### src/rtl/axi_full_pkg.sv
// -----------------------------------------------------------------------------
// axi_full_pkg
// Shared AXI4 definitions for the full-protocol register slice:
//   - fixed AXI4 field widths (LEN, SIZE, BURST, CACHE, PROT, QOS, RESP)
//   - burst-type and response encodings
//   - skid buffer state encoding
//   - helper functions that derive per-channel payload widths from the
//     ID/ADDR/DATA/USER parameters of the instantiating module
// -----------------------------------------------------------------------------
package axi_full_pkg;

    localparam int AXI_LEN_W   = 8;
    localparam int AXI_SIZE_W  = 3;
    localparam int AXI_BURST_W = 2;
    localparam int AXI_LOCK_W  = 1;
    localparam int AXI_CACHE_W = 4;
    localparam int AXI_PROT_W  = 3;
    localparam int AXI_QOS_W   = 4;
    localparam int AXI_RESP_W  = 2;

    typedef enum logic [1:0] {
        AXI_BURST_FIXED = 2'b00,
        AXI_BURST_INCR  = 2'b01,
        AXI_BURST_WRAP  = 2'b10
    } axi_burst_e;

    typedef enum logic [1:0] {
        AXI_RESP_OKAY   = 2'b00,
        AXI_RESP_EXOKAY = 2'b01,
        AXI_RESP_SLVERR = 2'b10,
        AXI_RESP_DECERR = 2'b11
    } axi_resp_e;

    // EMPTY: no entry, ONE: output register valid, FULL: output + skid valid
    typedef enum logic [1:0] {
        SKID_EMPTY = 2'b00,
        SKID_ONE   = 2'b01,
        SKID_FULL  = 2'b10
    } skid_state_e;

    // AW and AR carry the same field set
    function automatic int ax_payload_width(input int id_w, input int addr_w, input int user_w);
        return id_w + addr_w + AXI_LEN_W + AXI_SIZE_W + AXI_BURST_W + AXI_LOCK_W
             + AXI_CACHE_W + AXI_PROT_W + AXI_QOS_W + user_w;
    endfunction

    // WDATA + WSTRB + WLAST + WUSER
    function automatic int w_payload_width(input int data_w, input int user_w);
        return data_w + (data_w / 8) + 1 + user_w;
    endfunction

    // BID + BRESP + BUSER
    function automatic int b_payload_width(input int id_w, input int user_w);
        return id_w + AXI_RESP_W + user_w;
    endfunction

    // RID + RDATA + RRESP + RLAST + RUSER
    function automatic int r_payload_width(input int id_w, input int data_w, input int user_w);
        return id_w + data_w + AXI_RESP_W + 1 + user_w;
    endfunction

endpackage

### src/rtl/axi_skid_buffer.sv
// -----------------------------------------------------------------------------
// axi_skid_buffer
// Two-entry valid/ready register slice. in_ready, out_valid and out_data are
// all flop outputs, so no combinational path crosses the slice. One cycle of
// forward latency, full throughput, one beat of skid absorbed on back-pressure.
// Ports:
//   clk, rst                 rising-edge clock, asynchronous active-high reset
//   in_valid/in_ready/in_data    upstream handshake and payload
//   out_valid/out_ready/out_data downstream handshake and payload
// -----------------------------------------------------------------------------
module axi_skid_buffer
    import axi_full_pkg::*;
#(
    parameter int WIDTH = 8
) (
    input  logic             clk,
    input  logic             rst,
    input  logic             in_valid,
    output logic             in_ready,
    input  logic [WIDTH-1:0] in_data,
    output logic             out_valid,
    input  logic             out_ready,
    output logic [WIDTH-1:0] out_data
);

    skid_state_e      state_r;
    skid_state_e      next_state_s;
    logic             in_ready_r;
    logic             out_valid_r;
    logic [WIDTH-1:0] out_data_r;
    logic [WIDTH-1:0] skid_data_r;
    logic             in_fire_s;
    logic             out_fire_s;
    logic             load_out_in_s;
    logic             load_out_skid_s;
    logic             load_skid_s;

    assign in_fire_s  = in_valid & in_ready_r;
    assign out_fire_s = out_valid_r & out_ready;

    // Next-state and register-load decode
    always_comb begin
        next_state_s    = state_r;
        load_out_in_s   = 1'b0;
        load_out_skid_s = 1'b0;
        load_skid_s     = 1'b0;
        case (state_r)
            SKID_EMPTY: begin
                if (in_fire_s) begin
                    load_out_in_s = 1'b1;
                    next_state_s  = SKID_ONE;
                end else begin
                    next_state_s  = SKID_EMPTY;
                end
            end
            SKID_ONE: begin
                if (in_fire_s && out_fire_s) begin
                    load_out_in_s = 1'b1;
                    next_state_s  = SKID_ONE;
                end else if (in_fire_s) begin
                    load_skid_s   = 1'b1;
                    next_state_s  = SKID_FULL;
                end else if (out_fire_s) begin
                    next_state_s  = SKID_EMPTY;
                end else begin
                    next_state_s  = SKID_ONE;
                end
            end
            SKID_FULL: begin
                // in_ready is low here, so only the output side can move
                if (out_fire_s) begin
                    load_out_skid_s = 1'b1;
                    next_state_s    = SKID_ONE;
                end else begin
                    next_state_s    = SKID_FULL;
                end
            end
            default: begin
                next_state_s = SKID_EMPTY;
            end
        endcase
    end

    // Control state: in_ready/out_valid registered from the next state so they
    // come straight off flops; in_ready stays low for the whole reset period
    always_ff @(posedge clk or posedge rst) begin
        if (rst) begin
            state_r     <= SKID_EMPTY;
            in_ready_r  <= 1'b0;
            out_valid_r <= 1'b0;
        end else begin
            state_r     <= next_state_s;
            in_ready_r  <= (next_state_s != SKID_FULL);
            out_valid_r <= (next_state_s != SKID_EMPTY);
        end
    end

    // Payload registers: data-only, captured on handshake, no reset
    always_ff @(posedge clk) begin
        if (load_out_in_s) begin
            out_data_r <= in_data;
        end else if (load_out_skid_s) begin
            out_data_r <= skid_data_r;
        end else begin
            out_data_r <= out_data_r;
        end
        if (load_skid_s) begin
            skid_data_r <= in_data;
        end else begin
            skid_data_r <= skid_data_r;
        end
    end

    assign in_ready  = in_ready_r;
    assign out_valid = out_valid_r;
    assign out_data  = out_data_r;

endmodule

### src/rtl/axi_full_reg_slice.sv
// -----------------------------------------------------------------------------
// axi_full_reg_slice
// AXI4 full register slice between an AXI master (S_AXI_* side) and an AXI
// slave (M_AXI_* side). Each of the five channels goes through its own
// axi_skid_buffer; this level only packs and unpacks the channel payloads.
// AW, W, AR flow S -> M; B, R flow M -> S. Channels are fully independent.
// Ports:
//   i_sysclk, i_sysrst     clock, asynchronous active-high reset
//   S_AXI_*                slave port facing the upstream master
//   M_AXI_*                master port facing the downstream slave
// -----------------------------------------------------------------------------
module axi_full_reg_slice
    import axi_full_pkg::*;
#(
    parameter int C_AXI_ID_WIDTH   = 1,
    parameter int C_AXI_ADDR_WIDTH = 32,
    parameter int C_AXI_DATA_WIDTH = 32,
    parameter int C_AXI_USER_WIDTH = 1
) (
    input  logic                          i_sysclk,
    input  logic                          i_sysrst,
    // S side: write address
    input  logic [C_AXI_ID_WIDTH-1:0]     S_AXI_AWID,
    input  logic [C_AXI_ADDR_WIDTH-1:0]   S_AXI_AWADDR,
    input  logic [AXI_LEN_W-1:0]          S_AXI_AWLEN,
    input  logic [AXI_SIZE_W-1:0]         S_AXI_AWSIZE,
    input  logic [AXI_BURST_W-1:0]        S_AXI_AWBURST,
    input  logic                          S_AXI_AWLOCK,
    input  logic [AXI_CACHE_W-1:0]        S_AXI_AWCACHE,
    input  logic [AXI_PROT_W-1:0]         S_AXI_AWPROT,
    input  logic [AXI_QOS_W-1:0]          S_AXI_AWQOS,
    input  logic [C_AXI_USER_WIDTH-1:0]   S_AXI_AWUSER,
    input  logic                          S_AXI_AWVALID,
    output logic                          S_AXI_AWREADY,
    // S side: write data
    input  logic [C_AXI_DATA_WIDTH-1:0]   S_AXI_WDATA,
    input  logic [C_AXI_DATA_WIDTH/8-1:0] S_AXI_WSTRB,
    input  logic                          S_AXI_WLAST,
    input  logic [C_AXI_USER_WIDTH-1:0]   S_AXI_WUSER,
    input  logic                          S_AXI_WVALID,
    output logic                          S_AXI_WREADY,
    // S side: write response
    output logic [C_AXI_ID_WIDTH-1:0]     S_AXI_BID,
    output logic [AXI_RESP_W-1:0]         S_AXI_BRESP,
    output logic [C_AXI_USER_WIDTH-1:0]   S_AXI_BUSER,
    output logic                          S_AXI_BVALID,
    input  logic                          S_AXI_BREADY,
    // S side: read address
    input  logic [C_AXI_ID_WIDTH-1:0]     S_AXI_ARID,
    input  logic [C_AXI_ADDR_WIDTH-1:0]   S_AXI_ARADDR,
    input  logic [AXI_LEN_W-1:0]          S_AXI_ARLEN,
    input  logic [AXI_SIZE_W-1:0]         S_AXI_ARSIZE,
    input  logic [AXI_BURST_W-1:0]        S_AXI_ARBURST,
    input  logic                          S_AXI_ARLOCK,
    input  logic [AXI_CACHE_W-1:0]        S_AXI_ARCACHE,
    input  logic [AXI_PROT_W-1:0]         S_AXI_ARPROT,
    input  logic [AXI_QOS_W-1:0]          S_AXI_ARQOS,
    input  logic [C_AXI_USER_WIDTH-1:0]   S_AXI_ARUSER,
    input  logic                          S_AXI_ARVALID,
    output logic                          S_AXI_ARREADY,
    // S side: read data
    output logic [C_AXI_ID_WIDTH-1:0]     S_AXI_RID,
    output logic [C_AXI_DATA_WIDTH-1:0]   S_AXI_RDATA,
    output logic [AXI_RESP_W-1:0]         S_AXI_RRESP,
    output logic                          S_AXI_RLAST,
    output logic [C_AXI_USER_WIDTH-1:0]   S_AXI_RUSER,
    output logic                          S_AXI_RVALID,
    input  logic                          S_AXI_RREADY,
    // M side: write address
    output logic [C_AXI_ID_WIDTH-1:0]     M_AXI_AWID,
    output logic [C_AXI_ADDR_WIDTH-1:0]   M_AXI_AWADDR,
    output logic [AXI_LEN_W-1:0]          M_AXI_AWLEN,
    output logic [AXI_SIZE_W-1:0]         M_AXI_AWSIZE,
    output logic [AXI_BURST_W-1:0]        M_AXI_AWBURST,
    output logic                          M_AXI_AWLOCK,
    output logic [AXI_CACHE_W-1:0]        M_AXI_AWCACHE,
    output logic [AXI_PROT_W-1:0]         M_AXI_AWPROT,
    output logic [AXI_QOS_W-1:0]          M_AXI_AWQOS,
    output logic [C_AXI_USER_WIDTH-1:0]   M_AXI_AWUSER,
    output logic                          M_AXI_AWVALID,
    input  logic                          M_AXI_AWREADY,
    // M side: write data
    output logic [C_AXI_DATA_WIDTH-1:0]   M_AXI_WDATA,
    output logic [C_AXI_DATA_WIDTH/8-1:0] M_AXI_WSTRB,
    output logic                          M_AXI_WLAST,
    output logic [C_AXI_USER_WIDTH-1:0]   M_AXI_WUSER,
    output logic                          M_AXI_WVALID,
    input  logic                          M_AXI_WREADY,
    // M side: write response
    input  logic [C_AXI_ID_WIDTH-1:0]     M_AXI_BID,
    input  logic [AXI_RESP_W-1:0]         M_AXI_BRESP,
    input  logic [C_AXI_USER_WIDTH-1:0]   M_AXI_BUSER,
    input  logic                          M_AXI_BVALID,
    output logic                          M_AXI_BREADY,
    // M side: read address
    output logic [C_AXI_ID_WIDTH-1:0]     M_AXI_ARID,
    output logic [C_AXI_ADDR_WIDTH-1:0]   M_AXI_ARADDR,
    output logic [AXI_LEN_W-1:0]          M_AXI_ARLEN,
    output logic [AXI_SIZE_W-1:0]         M_AXI_ARSIZE,
    output logic [AXI_BURST_W-1:0]        M_AXI_ARBURST,
    output logic                          M_AXI_ARLOCK,
    output logic [AXI_CACHE_W-1:0]        M_AXI_ARCACHE,
    output logic [AXI_PROT_W-1:0]         M_AXI_ARPROT,
    output logic [AXI_QOS_W-1:0]          M_AXI_ARQOS,
    output logic [C_AXI_USER_WIDTH-1:0]   M_AXI_ARUSER,
    output logic                          M_AXI_ARVALID,
    input  logic                          M_AXI_ARREADY,
    // M side: read data
    input  logic [C_AXI_ID_WIDTH-1:0]     M_AXI_RID,
    input  logic [C_AXI_DATA_WIDTH-1:0]   M_AXI_RDATA,
    input  logic [AXI_RESP_W-1:0]         M_AXI_RRESP,
    input  logic                          M_AXI_RLAST,
    input  logic [C_AXI_USER_WIDTH-1:0]   M_AXI_RUSER,
    input  logic                          M_AXI_RVALID,
    output logic                          M_AXI_RREADY
);

    localparam int AX_W = ax_payload_width(C_AXI_ID_WIDTH, C_AXI_ADDR_WIDTH, C_AXI_USER_WIDTH);
    localparam int W_W  = w_payload_width(C_AXI_DATA_WIDTH, C_AXI_USER_WIDTH);
    localparam int B_W  = b_payload_width(C_AXI_ID_WIDTH, C_AXI_USER_WIDTH);
    localparam int R_W  = r_payload_width(C_AXI_ID_WIDTH, C_AXI_DATA_WIDTH, C_AXI_USER_WIDTH);

    logic [AX_W-1:0] aw_in_s, aw_out_s;
    logic [W_W-1:0]  w_in_s,  w_out_s;
    logic [B_W-1:0]  b_in_s,  b_out_s;
    logic [AX_W-1:0] ar_in_s, ar_out_s;
    logic [R_W-1:0]  r_in_s,  r_out_s;

    // Write address: master -> slave
    assign aw_in_s = {S_AXI_AWID, S_AXI_AWADDR, S_AXI_AWLEN, S_AXI_AWSIZE, S_AXI_AWBURST,
                      S_AXI_AWLOCK, S_AXI_AWCACHE, S_AXI_AWPROT, S_AXI_AWQOS, S_AXI_AWUSER};
    assign {M_AXI_AWID, M_AXI_AWADDR, M_AXI_AWLEN, M_AXI_AWSIZE, M_AXI_AWBURST,
            M_AXI_AWLOCK, M_AXI_AWCACHE, M_AXI_AWPROT, M_AXI_AWQOS, M_AXI_AWUSER} = aw_out_s;

    axi_skid_buffer #(.WIDTH(AX_W)) u_aw (
        .clk(i_sysclk), .rst(i_sysrst),
        .in_valid(S_AXI_AWVALID), .in_ready(S_AXI_AWREADY), .in_data(aw_in_s),
        .out_valid(M_AXI_AWVALID), .out_ready(M_AXI_AWREADY), .out_data(aw_out_s)
    );

    // Write data: master -> slave, not coupled to AW
    assign w_in_s = {S_AXI_WDATA, S_AXI_WSTRB, S_AXI_WLAST, S_AXI_WUSER};
    assign {M_AXI_WDATA, M_AXI_WSTRB, M_AXI_WLAST, M_AXI_WUSER} = w_out_s;

    axi_skid_buffer #(.WIDTH(W_W)) u_w (
        .clk(i_sysclk), .rst(i_sysrst),
        .in_valid(S_AXI_WVALID), .in_ready(S_AXI_WREADY), .in_data(w_in_s),
        .out_valid(M_AXI_WVALID), .out_ready(M_AXI_WREADY), .out_data(w_out_s)
    );

    // Write response: slave -> master
    assign b_in_s = {M_AXI_BID, M_AXI_BRESP, M_AXI_BUSER};
    assign {S_AXI_BID, S_AXI_BRESP, S_AXI_BUSER} = b_out_s;

    axi_skid_buffer #(.WIDTH(B_W)) u_b (
        .clk(i_sysclk), .rst(i_sysrst),
        .in_valid(M_AXI_BVALID), .in_ready(M_AXI_BREADY), .in_data(b_in_s),
        .out_valid(S_AXI_BVALID), .out_ready(S_AXI_BREADY), .out_data(b_out_s)
    );

    // Read address: master -> slave
    assign ar_in_s = {S_AXI_ARID, S_AXI_ARADDR, S_AXI_ARLEN, S_AXI_ARSIZE, S_AXI_ARBURST,
                      S_AXI_ARLOCK, S_AXI_ARCACHE, S_AXI_ARPROT, S_AXI_ARQOS, S_AXI_ARUSER};
    assign {M_AXI_ARID, M_AXI_ARADDR, M_AXI_ARLEN, M_AXI_ARSIZE, M_AXI_ARBURST,
            M_AXI_ARLOCK, M_AXI_ARCACHE, M_AXI_ARPROT, M_AXI_ARQOS, M_AXI_ARUSER} = ar_out_s;

    axi_skid_buffer #(.WIDTH(AX_W)) u_ar (
        .clk(i_sysclk), .rst(i_sysrst),
        .in_valid(S_AXI_ARVALID), .in_ready(S_AXI_ARREADY), .in_data(ar_in_s),
        .out_valid(M_AXI_ARVALID), .out_ready(M_AXI_ARREADY), .out_data(ar_out_s)
    );

    // Read data: slave -> master
    assign r_in_s = {M_AXI_RID, M_AXI_RDATA, M_AXI_RRESP, M_AXI_RLAST, M_AXI_RUSER};
    assign {S_AXI_RID, S_AXI_RDATA, S_AXI_RRESP, S_AXI_RLAST, S_AXI_RUSER} = r_out_s;

    axi_skid_buffer #(.WIDTH(R_W)) u_r (
        .clk(i_sysclk), .rst(i_sysrst),
        .in_valid(M_AXI_RVALID), .in_ready(M_AXI_RREADY), .in_data(r_in_s),
        .out_valid(S_AXI_RVALID), .out_ready(S_AXI_RREADY), .out_data(r_out_s)
    );

endmodule

### config.mk
export PLATFORM = sky130hd
export DESIGN_NAME = axi_full_reg_slice
export DESIGN_NICKNAME = d
export VERILOG_FILES = /design/src/rtl/axi_full_pkg.sv /design/src/rtl/axi_skid_buffer.sv /design/src/rtl/axi_full_reg_slice.sv
export SDC_FILE = /design/constraint.sdc
export NUM_CORES = 1
export LEC_CHECK = 0
export ABC_CLOCK_PERIOD_IN_PS = 7000
export BUFFER_PORTS_ARGS = -buffer_cell sky130_fd_sc_hd__clkbuf_2
export CELL_PAD_IN_SITES_DETAIL_PLACEMENT = 0
export CELL_PAD_IN_SITES_GLOBAL_PLACEMENT = 1
export CORE_UTILIZATION = 30
export DETAILED_ROUTE_END_ITERATION = 8
export HOLD_SLACK_MARGIN = 0.1
export PLACE_DENSITY = 0.62
export RECOVER_POWER = 100
export SKIP_LAST_GASP = 1
export SYNTH_ARGS = -nofsm -noshare
export SYNTH_HDL_FRONTEND = slang
export SYNTH_SLANG_ARGS = --single-unit
### constraint.sdc
create_clock -name i_sysclk -period 7 [get_ports i_sysclk]
set_input_delay 1.4 -clock i_sysclk [delete_from_list [all_inputs] [get_ports i_sysclk]]
set_output_delay 1.4 -clock i_sysclk [all_outputs]
set_load 0.03 [all_outputs]
==> impl_results.md, run 1 <==
- Combinational Power Share: 30.0%
- Area post-placement: approximately 0.018 sq mm
- Sw frac: 34.5%
- Simple-gate area share of the yosys netlist: 1.48%
- Top FF cell, synth: edfxtp_1
- Worst Setup End Kind: flip-flop
- Iter 0 DRT Violations: around 400
- Peak VDD IR: between 200 and 250 uV
- Nets: 1393
- Slew Limit Fails: about 420
- Top cell type's share of synthesized area: 76.2%
- Worst slew margin: -132%
- RSZ-0062 raised after global routing: false
- Critical path arrival: between 4 and 5 ns
- # Post-CTS Setup Buffers: 0
- Cells after DPL: about 1.8k
- Cell Area, Synth: about 0.016 sq mm
- Post-layout util: between 30% and 40%
- # IOs: between 400 and 500
- CP Launch Type: input port
- Seq pwr share: a little over two fifths
- All-Layer GR Usage: 12.5%
- DRC: 0
- GPL Wtd Cong: 0.736
- Final Hold Fails: 0
- Final critical-path share of the clock period: roughly two thirds
- Synth Area in Adders: 0.322%
- Die span in x: around 230 microns
- DR pass1 iterations: 6
- Vias in the first global route: approximately 8.4k
- Final setup viols: 0
- Cell Rows: 83
- Compound-Gate Fraction of Synth Area: 1.83%
- Failing checks: capacitance limit, slew limit
- Sw power: between 0.003 and 0.004 W
- Combinational family with the most area after synthesis: multiplexers
- Congestion Overflow GR: 0
- Power per Cell Area: between 400 and 500 mW/mm^2
- Fin crit period: roughly 4.8 ns
- Most frequent cells after synthesis: 394 x edfxtp_1, 171 x mux2_2, 28 x mux2_4
- Synth area leader: edfxtp_1
- First-pass GRT wire length: slightly above 50 mm
- Clock Skews: between 0.015 and 0.02 ns
- Die area: 0.0527 sq mm
- Core area: 0.0512 sq mm
- Status: complete, but fails checks
- DRT Wirelength: between 30 and 40 mm
- Input/output buffers: ~420
- Cts repair resizes: 0
- Asr flop ratio synth: between 4 and 5%
- Most common cell in the netlist: edfxtp_1
- MaxCap Viol Count: 10
- Post-Syn Area per Cell: 21.5 sq um
- Area contributors post-synth: edfxtp_1 76%, mux2_2 12%, dfrtp_1 3.2%
- Final setup TNS: 0 ns
- Num CTS Buffers: 46
- CTS tree: built
- Critical path class: input port to flip-flop
- Clock latency on the worst-skew pair: approximately 0.57 ns
- Slew of the pin with the lowest slew margin: between 3 and 4 ns
- Max Clock Freq: 0.209 GHz
- Worst Hold Class: flip-flop to flip-flop
- Share of cells above drive strength 1: roughly a quarter
- Multi-input combinational cell area: around 0.0028 sq mm
- Mux cell area share after synthesis: between 10% and 20%
- Die Ht: roughly 230 microns
- Int Power: between 0.005 and 0.006 W
- Synth warnings: 0
- Number of synthesized flops with an enable pin: just under 400
- Register area share after synthesis: about four fifths
- Initial Utilization: a little under a third
- H-tree Lvls: 2
- Area delta synth->final: 23.6%
- Largest net degree at the start of global routing: 60
- ANT nets after route: 0
- CP max FO: 39
- Clk buf depth: 3
- Hold buffer count at CTS: 0
- Final Power: approximately 0.009 W
- Synthesized Nets: between 900 and 1k
- Post-DP HPWL: between 20 and 25 mm
- Routed vias/inst: approximately 4.3
- Initial antenna violation count: 3
- Clock power frac: between 20% and 30%
- Finished Layout Cells: between 1.5k and 2k
- Cell area after layout: 0.0192 sq mm
- Worst-path clk slew: ~0.06 ns
- Fill cells: 4955
- Leak: 6.35 nW
- Worst EP required: roughly 7.0 ns
- Syn Inst Count: between 700 and 800
- Clock sinks: 414
- Post-Synth XOR/XNOR Area: 0%
- Root buffer cell: clkbuf_16
- Vias post-DR: just over 8k
- Unique masters post-synth: 36
- #FFs+latches synth: 414
- Routed WL per cell: ~18 microns
- Sequential Area: 0.0123 sq mm
## state kept, by name (all words and copies together) (netlist names), 2 cells and up
signal,flops
u_aw.skid_data_r,59
u_ar.skid_data_r,59
u_b.out_data,4
u_w.state_r,2
u_b.state_r,2
u_aw.state_r,2
u_b.skid_data_r,4
u_r.state_r,2
u_r.skid_data_r,37
u_w.skid_data_r,38
u_ar.out_data,59
u_w.out_data,38
u_aw.out_data,59
u_ar.state_r,2
u_r.out_data,37
## final cells by class
| type | instances | share of cell area (%) |
|---|---|---|
| well taps | 680 | 4.43 |
| repair buffers | 429 | 8.70 |
| inverters | 9 | 0.176 |
| multi-input cells | 280 | 14.8 |
| clock buffers | 56 | 6.19 |
| clock inverters | 29 | 1.47 |
| flip-flops and latches | 414 | 64.2 |
| diodes | 1 | 0.0130 |
## worst max-delay path: stages
cell,delay [ns]
clkbuf_2,0.08
nand2_1,0.19
inv_1,0.07
ha_1,0.23
a22oi_4,0.15
clkbuf_1,1.71
o21ai_4,0.04
clkbuf_1,0.88
## power groups by stage
stage | clock, W | combinational, W | sequential (W)
floorplan | 0 | 0.00122 | 0.00490
global placement | 0 | 0.00291 | 0.00394
detailed placement | 0 | 0.00293 | 0.00396
CTS | 0.00245 | 0.00293 | 0.00392
global route | 0.00253 | 0.00288 | 0.00401
finish | 0.00237 | 0.00269 | 0.00394
## per-layer routing
layer  part of all wire (%)  global-route usage [%]
met5                  0.038                       0
met4                    2.6                    4.81
met2                     48                    20.1
met1                     42                    15.7
met3                    7.4                    4.02
## logic make-up (layout without fill, tap and decap cells)
kind of cell,after synthesis,in the layout
other,0,1
flip-flops,414,414
multiplexers,201,201
AND/OR/NAND/NOR,38,38
AO/OA/AOI/OAI,37,37
adder cells (fa/ha/maj),4,4
buffers and inverters,29,523
## through the flow
step	setup WS [ns]	hold slack, ns
after floorplan	0.386	0.451
after global placement	2.77	0.487
final	2.23	0.498
after CTS	3.37	0.513
after detailed placement	2.74	0.507
after global routing	1.88	0.529
## final timing paths
kind / from / end / slack, ns / cells after the start
hold reg to reg: u_r.state_r[0]$_DFF_PP0_ / u_r.state_r[0]$_DFF_PP0_ / 0.50 / 1
setup / recovery: M_AXI_WREADY / u_w.out_data[17]$_DFFE_PP_ / 2.23 / 8
min in group asynchronous: i_sysrst / u_r.state_r[1]$_DFF_PP0_ / 1.32 / 3
max in group asynchronous: i_sysrst / u_w.state_r[0]$_DFF_PP0_ / 4.80 / 3
setup reg to reg: u_w.out_valid$_DFF_PP0_ / u_w.out_data[17]$_DFFE_PP_ / 2.74 / 7
hold / removal: u_r.state_r[0]$_DFF_PP0_ / u_r.state_r[0]$_DFF_PP0_ / 0.50 / 1
## cell usage in the layout, fill, tap and decap left out, types with 4 or more instances in the layout
cell type	synthesis	final
clkbuf_1	0	397
edfxtp_1	394	394
mux2_2	171	171
clkbuf_16	0	46
clkbuf_2	0	39
mux2_1	0	26
dfrtp_1	20	20
nand2_1	17	17
clkinv_1	0	11
inv_1	9	9
clkinv_2	0	8
nand2b_1	7	7
a21oi_1	6	6
o21ai_0	7	5
bufinv_16	0	5
a21boi_0	1	4
o21a_1	4	4
ha_1	4	4
(Power assumes the default switching activity.)
==> run 2, diff against run 1 <==
- ABC_AREA: unset -> 1
- ABC_CLOCK_PERIOD_IN_PS: 7000 -> 4000
- PLACE_DENSITY: 0.62 -> 0.67
- clock period: 7 -> 4 ns (I/O delays scaled with it)
==> impl_results.md, run 2 <==
- Initial Utilization: 30.4% (was 30.3%)
- Final setup viols: 0 (unchanged)
- Critical path class: flip-flop to flip-flop (was input port to flip-flop)
- Clock sinks: 414 (unchanged)
- Register area share after synthesis: 79.1% (was 79.4%)
- Largest net degree at the start of global routing: 62 (was 60)
- Worst-path clk slew: 0.07 ns (was 0.06 ns)
- Multi-input combinational cell area: 0.00289 sq mm (was 0.00284 sq mm)
- #FFs+latches synth: 414 (unchanged)
- Worst EP required: 4.42 ns (was 6.99 ns)
- Cts repair resizes: 0 (unchanged)
- Congestion Overflow GR: 0 (unchanged)
- Vias in the first global route: 10.3k (was 8363)
- RSZ-0062 raised after global routing: false (unchanged)
- Slew Limit Fails: 81 (was 422)
- ANT nets after route: 0 (unchanged)
- Worst slew margin: -24.3% (was -132%)
- Synth area leader: edfxtp_1 (unchanged)
- Sw frac: 38.8% (was 34.5%)
- Met1 usage: 18.7% (was 15.7%)
- Area contributors post-synth: edfxtp_1 76%, nand2_1 11%, nand3_1 6.9% (was edfxtp_1 76%, mux2_2 12%, dfrtp_1 3.2%)
- DRT Wirelength: 39.3 mm (was 34.0 mm)
- Combinational Power Share: 32.5% (was 30.0%)
- Number of synthesized flops with an enable pin: 394 (unchanged)
- CTS tree: built (unchanged)
- Slew of the pin with the lowest slew margin: 1.86 ns (was 3.48 ns)
- CP max stage delay: 0.94 ns (was 1.71 ns)
- Most frequent cells after synthesis: 440 x nand2_1, 394 x edfxtp_1, 214 x nand3_1 (was 394 x edfxtp_1, 171 x mux2_2, 28 x mux2_4)
- CP Launch Type: flip-flop (was input port)
- Peak VDD IR: 400 uV (was 225 uV)
- Post-Syn Area per Cell: 13.2 sq um (was 21.5 sq um)
- Most common cell in the netlist: nand2_1 (was edfxtp_1)
- Hold buffer count at CTS: 0 (unchanged)
- H-tree Lvls: 2 (unchanged)
- Commonest non-fill, non-tap cell in the layout: nand2_1 (was clkbuf_1)
- Seq pwr share: 43.1% (was 43.7%)
- CP dominant cell by count: nand2_1 (was clkbuf_1)
- Sequential Area: 0.0123 sq mm (unchanged)
- GPL Wtd Cong: 0.782 (was 0.736)
- Root buffer cell: clkbuf_16 (unchanged)
- Clock power frac: 24.4% (was 26.3%)
- Top cell type's share of synthesized area: 75.9% (was 76.2%)
- Synth warnings: 0 (unchanged)
- Commonest non-fill, non-tap cells in the layout: 440 x nand2_1, 394 x edfxtp_1, 382 x clkbuf_1 (was 397 x clkbuf_1, 394 x edfxtp_1, 171 x mux2_2)
- Clock latency on the worst-skew pair: 0.57 ns (about the same)
- Leak: 7.37 nW (was 6.35 nW)
- All-Layer GR Usage: 14.5% (was 12.5%)
- Sw power: 0.00628 W (was 0.00310 W)
- Fin crit period: 2.96 ns
- CP max FO: 51 (was 39)
- Most used routing layer: met2 (unchanged)
- Cell Rows: 83 (unchanged)
- # IOs: 416 (unchanged)
- Die span in x: 230 microns (about the same)
- Routed WL per cell: 17.0 microns (was 17.9 microns)
- Cell Area, Synth: 0.0156 sq mm (was 0.0155 sq mm)
- Area delta synth->final: 24.0% (was 23.6%)
- Nets: 1817 (was 1393)
- Input/output buffers: 415 (unchanged)
- MaxCap Viol Count: 2 (was 10)
- Die Ht: 230 microns (about the same)
- First-pass GRT wire length: 59.6 mm (was 50.9 mm)
- Failing checks: capacitance limit, slew limit (unchanged)
- Syn Inst Count: 1182 (was 723)
- Core area: 0.0513 sq mm (was 0.0512 sq mm)
- Initial antenna violation count: 5 (was 3)
- Top FF cell, synth: edfxtp_1 (unchanged)
- CP cell instances: nand2_1 -> inv_1 -> ha_1 -> nand3_1 -> nand2_1 -> clkbuf_2 -> nand2_1 -> nand2_1 (was clkbuf_2 -> nand2_1 -> inv_1 -> ha_1 -> a22oi_4 -> clkbuf_1 -> o21ai_4 -> clkbuf_1)
- Power per Cell Area: 838 mW/mm^2 (was 469 mW/mm^2)
- Critical path arrival: 3.37 ns (was 4.77 ns)
- Clock Skews: 0.0176 ns (was 0.0173 ns)
- GR Util met2: 22.4% (was 20.1%)
- Post-DP HPWL: 25.6 mm (was 22.9 mm)
- Int Power: 0.00990 W (was 0.00589 W)
- Hold_ws: 0.422 ns (was 0.498 ns)
- Unique masters post-synth: 15 (was 36)
- Worst Setup End Kind: flip-flop (unchanged)
- DRC: 0 (unchanged)
- # Post-CTS Setup Buffers: 0 (unchanged)
- Vias post-DR: 10.2k (was 8164)
- Share of cells above drive strength 1: 7.84% (was 23.7%)
- Iter 0 DRT Violations: 623 (was 401)
- Final critical-path share of the clock period: approximately 74%
- Max Clock Freq: approximately 0.34 GHz
- Slowest CP cell: clkbuf_2 (was clkbuf_1)
- DR pass1 iterations: 5 (was 6)
- Status: complete, but fails checks (unchanged)
- Fill cells: 5196 (was 4955)
- Routing usage on met3: 5.34% (was 4.02%)
- Num CTS Buffers: 46 (unchanged)
- Clk buf depth: 3 (unchanged)
- Die area: 0.0529 sq mm (was 0.0527 sq mm)
- Worst Hold Class: input port to flip-flop (was flip-flop to flip-flop)
- Final Hold Fails: 0 (unchanged)
- Final Power: 0.0162 W (was 0.00900 W)
- Asr flop ratio synth: 4.83% (unchanged)
- Routed vias/inst: 4.43 (was 4.30)
- Synthesized Nets: 1395 (was 936)
-- run 2: cell types whose count changed after synthesis, sizes merged, moves of 6 or more --
cell	delta
mux2	-199
inv	+19
nand2	+425
nor2	+13
nand3	+214
a21oi	-6
clkbuf	+24
nand2b	-7
buf	+16
-- run 2: path summary, 6_finish.rpt --
| kind | slack, ns | cells past startpoint | start | end |
|---|---|---|---|---|
| setup / recovery | 1.04 | 8 | u_ar.out_valid$_DFF_PP0_ | u_ar.out_data[27]$_DFFE_PP_ |
| hold / removal | 0.42 | 1 | S_AXI_WDATA[8] | u_w.skid_data_r[14]$_DFFE_PP_ |
| setup reg to reg | 1.04 | 8 | u_ar.out_valid$_DFF_PP0_ | u_ar.out_data[27]$_DFFE_PP_ |
| hold reg to reg | 0.50 | 2 | u_aw.skid_data_r[43]$_DFFE_PP_ | u_aw.out_data[43]$_DFFE_PP_ |
| max in group asynchronous | 2.94 | 2 | i_sysrst | u_aw.state_r[0]$_DFF_PP0_ |
| min in group asynchronous | 0.45 | 2 | i_sysrst | u_r.state_r[1]$_DFF_PP0_ |
-- run 2: logic make-up after synthesis --
group / after synthesis / synth area share, %
adders and majority gates: 4 / 0.321
and+or+nand+nor: 671 / 17.9
AOI/OAI and AO/OA: 5 / 0.161
DFF: 414 / 79.1
buffers and inverters: 88 / 2.48
-- run 2: area by class of cell --
class,count,area share [%]
clock inverter,19,0.673
antenna,3,0.0388
tap,680,4.40
timing repair buffer,434,9.08
multi-input combinational,680,15.0
clock buffer,57,6.50
sequential,414,63.8
inverter,28,0.544
-- run 2: power by group through the flow --
| stage | clock network, W | registers (W) | logic (W) |
|---|---|---|---|
| final | 0.00395 | 0.00698 | 0.00525 |
| after global routing | 0.00423 | 0.00710 | 0.00577 |
| after CTS | 0.00408 | 0.00699 | 0.00561 |
| after detailed placement | 0 | 0.00706 | 0.00561 |
| after global placement | 0 | 0.00705 | 0.00555 |
| after floorplan | 0 | 0.00870 | 0.00215 |
-- run 2: layer usage --
layer / wire [microns] / vias to the layer above
met1: 16400 / 4843
met2: 18300 / 360
met3: 3520 / 65
met5: 22 / -
li1: - / 4976
met4: 990 / 4
-- run 2: critical path, delay by kind of cell (launching register included) --
kind | cells | cell delay, ns
and+or+nand+nor | 5 | 1.21
buffers and inverters | 2 | 1.03
DFF | 1 | 0.39
adders and majority gates | 1 | 0.14
-- run 2: through the flow --
stage                     setup slack, ns  utilization, %  area (sq um)  std cells  setup TNS [ns]
final                                1.04            37.7         19300       2315               0
after global routing                0.736            37.7         19300       2313               0
after CTS                            1.63            38.7         19900       2312               0
after detailed placement             1.13            36.0         18500       2236               0
after global placement               1.17            36.0         18500       2236               0
after floorplan                   -0.0155               -         15600       1182          -0.913
==> run 3, diff against run 2 <==
- ABC_AREA: 1 -> 0
- ABC_CLOCK_PERIOD_IN_PS: 4000 -> 3000
- PLACE_DENSITY: 0.67 -> 0.62
- clock period: 4 -> 3 ns (I/O delays scaled with it)
==> impl_results.md, run 3 (same netlist as run 1, synthesis figures left out) <==
- Final setup viols: 0 (unchanged)
- Commonest non-fill, non-tap cells in the layout: 394 x edfxtp_1, 383 x clkbuf_1, 171 x mux2_2 (was 440 x nand2_1, 394 x edfxtp_1, 382 x clkbuf_1)
- Max Clock Freq: 0.408 GHz (was 0.338 GHz)
- Commonest non-fill, non-tap cell in the layout: edfxtp_1 (was nand2_1)
- Clk buf depth: 3 (unchanged)
- Hold buffer count at CTS: 0 (unchanged)
- DRT Wirelength: 34.3 mm (was 39.3 mm)
- Post-DP HPWL: 23.6 mm (was 25.6 mm)
- Slew Limit Fails: 0 (was 81)
- GPL Wtd Cong: 0.745 (was 0.782)
- Peak VDD IR: 521 uV (was 400 uV)
- Routing usage on met3: 4.51% (was 5.34%)
- # Post-CTS Setup Buffers: 0 (unchanged)
- Die area: 0.0527 sq mm (was 0.0529 sq mm)
- Cell Rows: 83 (unchanged)
- Most used routing layer: met2 (unchanged)
- Finished Layout Cells: 1903 (was 2315)
- Final Power: 0.0212 W (was 0.0162 W)
- CTS tree: built (unchanged)
- Core area: 0.0512 sq mm (was 0.0513 sq mm)
- Status: complete, no violations (was complete, but fails checks)
- Final worst slack: 0.549 ns (was 1.04 ns)
- Critical path class: flip-flop to flip-flop (unchanged)
- Worst slack at placement: 0.456 ns (was 1.13 ns)
- Root buffer cell: clkbuf_16 (unchanged)
- Input/output buffers: 415 (unchanged)
- Area delta synth->final: 25.0% (was 24.0%)
- Area post-placement: 0.0185 sq mm (about the same)
- Iter 0 DRT Violations: 470 (was 623)
- Final setup TNS: 0 ns (unchanged)
- DRC: 0 (unchanged)
- Leak: 6.48 nW (was 7.37 nW)
- GR Util met2: 20.0% (was 22.4%)
- Critical path arrival: 2.77 ns (was 3.37 ns)
- MaxCap Viol Count: 0 (was 2)
- Clock latency on the worst-skew pair: 0.56 ns (was 0.57 ns)
- Power per Cell Area: 1090 mW/mm^2 (was 838 mW/mm^2)
- Die span in x: 230 microns (about the same)
- Cells after DPL: 1817 (was 2236)
- Routed WL per cell: 18.0 microns (was 17.0 microns)
- Worst slew margin: 5.43% (was -24.3%)
- ANT nets after route: 0 (unchanged)
- Initial antenna violation count: 4 (was 5)
- Final Hold Fails: 0 (unchanged)
- RSZ-0062 raised after global routing: false (unchanged)
- CP max FO: 20 (was 51)
- Worst EP required: 3.31 ns (was 4.42 ns)
- Die Ht: 230 microns (about the same)
- Largest net degree at the start of global routing: 61 (was 62)
- Worst Setup End Kind: flip-flop (unchanged)
- Final critical-path share of the clock period: 81.7% (was 73.9%)
- Clock Skews: 0.0177 ns (was 0.0176 ns)
- Worst-path clk slew: 0.06 ns (was 0.07 ns)
- Nets: 1398 (was 1817)
- Met1 usage: 16.3% (was 18.7%)
- Routed vias/inst: 4.35 (was 4.43)
- H-tree Lvls: 2 (unchanged)
- Vias post-DR: 8273 (was 10.2k)
- Congestion Overflow GR: 0 (unchanged)
- First-pass GRT wire length: 51.8 mm (was 59.6 mm)
- Num CTS Buffers: 46 (unchanged)
- Slew of the pin with the lowest slew margin: 1.42 ns (was 1.86 ns)
- Cell area after layout: 0.0194 sq mm (was 0.0193 sq mm)
- Clock sinks: 414 (unchanged)
- Vias in the first global route: 8571 (was 10.3k)
- Worst Hold Class: input port to flip-flop (unchanged)
- All-Layer GR Usage: 12.8% (was 14.5%)
- Fin crit period: 2.45 ns (was 2.96 ns)
- Fill cells: 4998 (was 5196)
- DR pass1 iterations: 4 (was 5)
- Initial Utilization: 30.3% (was 30.4%)
- CP Launch Type: flip-flop (unchanged)
- Share of cells above drive strength 1: 25.4% (was 7.84%)
- Cts repair resizes: 0 (unchanged)
- # IOs: 416 (unchanged)
==> run 3: final cells by class <==
| class | count | area [sq um] | area share [%] |
|---|---|---|---|
| antenna | 2 | 5.00 | 0.0258 |
| clock buffer | 61 | 1240 | 6.38 |
| clock inverter | 23 | 280 | 1.44 |
| inverter | 9 | 33.8 | 0.174 |
| multi-input combinational | 280 | 2850 | 14.7 |
| sequential | 414 | 12300 | 63.5 |
| tap | 680 | 851 | 4.38 |
| timing repair buffer | 434 | 1820 | 9.39 |
==> run 3: final timing paths <==
kind                                               start  slack, ns  cells after the start                             end
worst max-delay path            u_ar.out_valid$_DFF_PP0_       0.55                      6     u_ar.out_data[27]$_DFFE_PP_
worst min-delay path                    S_AXI_ARADDR[14]       0.22                      1  u_ar.skid_data_r[40]$_DFFE_PP_
worst max register to register  u_ar.out_valid$_DFF_PP0_       0.55                      6     u_ar.out_data[27]$_DFFE_PP_
worst min register to register  u_r.state_r[0]$_DFF_PP0_       0.49                      1        u_r.state_r[0]$_DFF_PP0_
max in group asynchronous                       i_sysrst       2.10                      2         u_w.out_valid$_DFF_PP0_
min in group asynchronous                       i_sysrst       0.26                      2        u_ar.out_valid$_DFF_PP0_
==> run 3: per-stage QoR <==
| step | hold WS [ns] | utilization, % |
|---|---|---|
| finish | 0.222 | 37.9 |
| global route | 0.179 | 37.9 |
| CTS | 0.170 | 39.2 |
| detailed placement | 0.486 | 36.2 |
| global placement | 0.483 | 36.2 |
| floorplan | 0.451 | - |
==> run 3: routing by layer <==
| layer | share of wire [%] | vias up |
|---|---|---|
| met5 | 0.079 | - |
| met3 | 7.6 | 66 |
| met2 | 48 | 275 |
| li1 | - | 3799 |
| met4 | 2.7 | 4 |
| met1 | 42 | 4129 |
==> run 3: critical path: stages (launching register included) <==
cell and delay [ns]:
dfrtp_1 0.37, nand2_1 0.18, inv_1 0.07, ha_1 0.21
a22oi_2 0.75, buf_12 0.26, mux2_2 0.35
==> run 3: power by group <==
group	internal [W]	switching [W]
logic	0.00190	0.00456
clock network	0.00342	0.00224
registers	0.00860	0.000488
total	0.0139	0.00729
